--- src/rtl/rx_sync_ctrl.sv ---
// rx_sync_ctrl: acquires and holds word sync on K28.5 commas and forwards decoded bytes while synced.
module rx_sync_ctrl #(
    parameter int COMMA_COUNT = 3,
    parameter int ERR_LIMIT   = 4,
    parameter int GOOD_RUN    = 4,
    parameter int ERRCNT_W    = 8
) (
    input  logic                clk,
    input  logic                rst,
    input  logic                sym_valid,
    input  logic [7:0]          data8_in,
    input  logic                k_in,
    input  logic                invalid_in,
    input  logic                err_clr,
    output logic [7:0]          data8_out,
    output logic                k_out,
    output logic                data_valid,
    output logic                sync_ok,
    output logic                sync_lost,
    output logic [ERRCNT_W-1:0] err_count
);
    localparam int CW = $clog2(COMMA_COUNT + 1);
    localparam int EW = $clog2(ERR_LIMIT + 1);
    localparam int GW = $clog2(GOOD_RUN + 1);
    localparam logic [CW-1:0] COMMA_LAST = CW'(COMMA_COUNT - 1);
    localparam logic [EW-1:0] ERR_LAST   = EW'(ERR_LIMIT - 1);
    localparam logic [GW-1:0] GOOD_LAST  = GW'(GOOD_RUN - 1);

    typedef enum logic [1:0] {LOSS, ACQ, SYNC} state_t;

    state_t        state;
    logic [CW-1:0] comma_cnt;
    logic [EW-1:0] err_lvl;
    logic [GW-1:0] good_cnt;
    logic          comma;
    logic          fwd;

    assign comma = sym_valid & k_in & (data8_in == 8'hBC) & ~invalid_in;
    assign fwd   = sym_valid & (state == SYNC) & ~invalid_in;

    // Comparisons use the pre-increment value so counters never need an extra bit.
    always_ff @(posedge clk or negedge rst) begin
        if (!rst) begin
            state     <= LOSS;
            comma_cnt <= '0;
            err_lvl   <= '0;
            good_cnt  <= '0;
            sync_ok   <= 1'b0;
            sync_lost <= 1'b0;
        end else begin
            sync_lost <= 1'b0;
            if (sym_valid) begin
                case (state)
                    LOSS: if (comma) begin
                        state     <= ACQ;
                        comma_cnt <= CW'(1);
                    end
                    ACQ: if (invalid_in) begin
                        state     <= LOSS;
                        comma_cnt <= '0;
                    end else if (comma) begin
                        comma_cnt <= comma_cnt + CW'(1);
                        if (comma_cnt == COMMA_LAST) begin
                            state    <= SYNC;
                            sync_ok  <= 1'b1;
                            err_lvl  <= '0;
                            good_cnt <= '0;
                        end
                    end
                    SYNC: if (invalid_in) begin
                        good_cnt <= '0;
                        if (err_lvl == ERR_LAST) begin
                            state     <= LOSS;
                            sync_ok   <= 1'b0;
                            sync_lost <= 1'b1;
                            err_lvl   <= '0;
                            comma_cnt <= '0;
                        end else begin
                            err_lvl <= err_lvl + EW'(1);
                        end
                    end else if (good_cnt == GOOD_LAST) begin
                        good_cnt <= '0;
                        err_lvl  <= (err_lvl != '0) ? err_lvl - EW'(1) : err_lvl;
                    end else begin
                        good_cnt <= good_cnt + GW'(1);
                    end
                    default: state <= LOSS;
                endcase
            end
        end
    end

    always_ff @(posedge clk or negedge rst) begin
        if (!rst) begin
            data8_out  <= 8'h00;
            k_out      <= 1'b0;
            data_valid <= 1'b0;
        end else begin
            data_valid <= fwd;
            data8_out  <= fwd ? data8_in : data8_out;
            k_out      <= fwd ? k_in : k_out;
        end
    end

    always_ff @(posedge clk or negedge rst) begin
        if (!rst) begin
            err_count <= '0;
        end else if (err_clr) begin
            err_count <= '0;
        end else if (sym_valid && invalid_in && !(&err_count)) begin
            err_count <= err_count + ERRCNT_W'(1);
        end
    end
endmodule

--- config.mk ---
export PLATFORM = sky130hd
export DESIGN_NAME = rx_sync_ctrl
export DESIGN_NICKNAME = d
export VERILOG_FILES = /design/src/rtl/rx_sync_ctrl.sv
export SDC_FILE = /design/constraint.sdc
export NUM_CORES = 1
export LEC_CHECK = 0
export CAP_MARGIN = 5
export CORE_ASPECT_RATIO = 0.5
export CORE_UTILIZATION = 45
export DETAILED_ROUTE_END_ITERATION = 10
export GPL_ROUTABILITY_DRIVEN = 0
export HOLD_SLACK_MARGIN = 0.05
export PLACE_DENSITY = 0.8
export SLEW_MARGIN = 20
export SYNTH_ARGS = -nofsm -noshare
export SYNTH_HDL_FRONTEND = slang
export SYNTH_SLANG_ARGS = --single-unit
--- constraint.sdc ---
create_clock -name clk -period 2.4 [get_ports clk]
set_clock_uncertainty 0.05 [all_clocks]
set_input_delay 0.48 -clock clk [delete_from_list [all_inputs] [get_ports clk]]
set_output_delay 0.48 -clock clk [all_outputs]
set_load 0.03 [all_outputs]
==> qor.csv <==
stage,metric,value,unit
synthesis,syn_area_per_cell,10.19,um2
cts,ctsHoldBuffers,0,
global_routing,globalRouteTotalUtil,0.2288,
critical_path,cp-endpoint,good_cnt[0]$_DFFE_PN0P_,
detailed_routing,drt-initial-drc-count,105,
critical_path,timing.rr.end,comma_cnt[1]$_DFFE_PN0P_,
critical_path,crit_start,data8_in[2],
synthesis,synth-edff-count,0,
layout,layout.nets,230,
synthesis,synth_flop_cell,dfrtp_1,
placement,post_dp_cell_area,2102,um2
timing,setup_viol,0,
synthesis,seq_area_frac_synth,0.4521,
synthesis,yosysTopAreaCell,dfrtp_1,
global_routing,antenna_found_initial,0,
cts,cts_tree,built,
global_routing,use_met1,0.2921,
synthesis,yosysWarnings,0,
timing,worst_pin_slew,406.0,ps
detailed_routing,ant_nets,0,
cts,numCtsBuffers,5,
synthesis,synth_area_leaders,"dfrtp_1 45%, ha_1 7.5%, mux2_2 6.8%",
layout,fin_cells,258,
cts,cts_root_buffer,clkbuf_8,
global_routing,grt-ovfl-total,0,
detailed_routing,viasPerCell,5.682,
power,powerDensity,904.7,nW/um2
run,drv_cap,0,
die,core,3472,um2
placement,numPortBuffers,33,
die,die_h,44.95,um
global_routing,grt_pass1_wl,6.534,mm
critical_path,worstSetupStartpointType,input port,
timing,period_share,0.9700,
die,rows,15,
cts,clockBufferDepth,2,
layout,fin_util,0.6501,
cts,cts.sinks,30,
timing,finalHoldViolations,0,
die,die_w,87.90,um
global_routing,grt_pass1_vias,1397,
timing,fin_crit,2328,ps
layout,drive_gt1_frac,0.1594,
critical_path,critPathArrivalTime,2450,ps
power,total_power,2.042,mW
die,start_util,0.4782,
synthesis,synth.distinct_cells,43,
global_routing,grt_max_degree,31,
worst_hold_path,worstHoldPathType,flop to flop,
critical_path,path_max_fanout,5,
detailed_routing,via_count,1466,
power,leakagePower,0.9722,nW
critical_path,required,2520,ps
placement,dp_cells,250,
die,io_pins,34,
global_routing,use_met3,0.07678,
synthesis,syn-cell-area,1660,um2
critical_path,r2r_start,state[0]$_DFFE_PN0P_,
detailed_routing,drt-pass1-iter-count,4,
placement,place_hpwl,2.802,mm
critical_path,rrSetupSlack,450,ps
synthesis,ys_async_sr_fraction,1.000,
detailed_routing,drcViolationCount,0,
outcome,status,"finished, final reports clean",
synthesis,synthCells,163,
timing,fin_tns_setup,0,ps
critical_path,criticalPathCategory,input port to flop,
cts,clkTransAtPathRegs,70,ps
detailed_routing,drt-total-wl,4.107,mm
global_routing,grt-busiest-layer,met2,
critical_path,reg2reg_depth,6,
detailed_routing,wire_per_inst,15.92,um
timing,fmax,429.6,MHz
layout,design_area,2257,um2
layout,diodes,0,
global_routing,gr-usage-met2,0.3845,
timing,report.final.slew_viol_count,0,
layout,syn2layout_area_growth,35.95,%
synthesis,ys_seq_elements,30,
cts,htreeDepth,2,
die,dieArea,3951,um2
critical_path,worst_setup_path_end_kind,flop,
cts,clock_latency,290,ps
power,vdd_drop_max,447.4,uV
timing,maxSlewHeadroom,0.7288,
synthesis,synth_top_cell_area_share,0.4521,
synthesis,syn_nets,187,
## worst max-delay path, stage by stage
cell	delay, ps
clkdlybuf4s50_1	490
or3b_1	370
or4_4	580
a21oi_2	190
mux2_2	340
## per-stage QoR
| step | hold slack, ps | setup WS, ps |
|---|---|---|
| after floorplan | 134.4 | 156.7 |
| after global placement | 431.0 | -262.7 |
| after detailed placement | 439.8 | -324.1 |
| after CTS | 456.6 | 36.01 |
| after global routing | 474.3 | -1.638 |
| final | 456.3 | 72.12 |
## placed cells by master (no fill, tap or decap), drive strengths merged, types with 3 or more instances in the layout
master	synthesis	final
inv	10	10
o22ai	3	3
buf	2	10
dfrtp	30	30
nand3	8	8
mux2	10	10
clkdlybuf4s50	0	33
nor3	5	5
a31oi	3	3
nand2	8	8
clkbuf	5	6
nand2b	6	6
nand4	4	4
ha	10	10
nand4b	3	3
nor2b	4	4
nor2	10	10
o21ai	3	3
a21oi	7	7
## timing repair
item	4_1_cts	5_1_grt
buffers inserted	0	0
pin swaps	0	0
gates resized for setup	1	2
endpoints found under the setup margin	3	3
## registers in the layout, summed over array words and instances (netlist names), 2 cells and up
signal,cells
comma_cnt,2
data8_out,8
state,2
good_cnt,3
err_count,8
err_lvl,3
## kinds of logic (layout without fill, tap and decap cells)
kind of cell,count (synthesis),count (layout),synth area share
buffers and inverters,17,61,0.03918
xor gates and xnor gates,3,3,0.01583
DFF,30,30,0.4521
AOI/OAI and AO/OA,31,31,0.1334
and+or+nand+nor,61,61,0.2103
adders and majority gates,10,10,0.07536
muxes,11,11,0.07385
## final cells by class
class,instances,area [um2]
flip-flops and latches,30,750.7
fillers,271,1215
repair buffers,43,405.4
multi-input cells,116,857.1
well taps,51,63.81
inverters,10,37.54
clock buffers,6,82.58
clock inverters,2,60.06
## cell usage after synthesis (3+ instances only)
cell type / number
nor3_1: 5
mux2_2: 10
nand4_1: 4
a21oi_1: 7
nor2b_1: 4
o22ai_1: 3
clkbuf_1: 5
nand3_1: 8
ha_1: 10
nor2_1: 10
inv_1: 10
o21ai_0: 3
dfrtp_1: 30
nand4b_1: 3
a31oi_1: 3
nand2_1: 8
nand2b_1: 6
## how the worst min path moves through the flow
stage	startpoint	end	slack (ps)	cells past startpoint
after floorplan	rst	comma_cnt[0]$_DFFE_PN0P_	130	0
after global placement	good_cnt[2]$_DFFE_PN0P_	good_cnt[2]$_DFFE_PN0P_	430	1
after detailed placement	comma_cnt[1]$_DFFE_PN0P_	comma_cnt[1]$_DFFE_PN0P_	440	1
after CTS	data8_out[4]$_DFFE_PN0P_	data8_out[4]$_DFFE_PN0P_	460	1
after global routing	data8_out[4]$_DFFE_PN0P_	data8_out[4]$_DFFE_PN0P_	470	1
final	data8_out[4]$_DFFE_PN0P_	data8_out[4]$_DFFE_PN0P_	460	1
## layer usage
| metal | up-vias | part of all wire |
|---|---|---|
| li1 | 690 | - |
| met1 | 711 | 0.44 |
| met2 | 57 | 0.49 |
| met3 | 8 | 0.054 |
| met4 | 0 | 0.014 |
| met5 | - | 0 |
## power by group
part	internal [mW]	switching, mW
logic	0.312	0.391
clock network	0.443	0.203
registers	0.621	0.0721
total	1.38	0.667
Power figures use the tool's default switching activity.
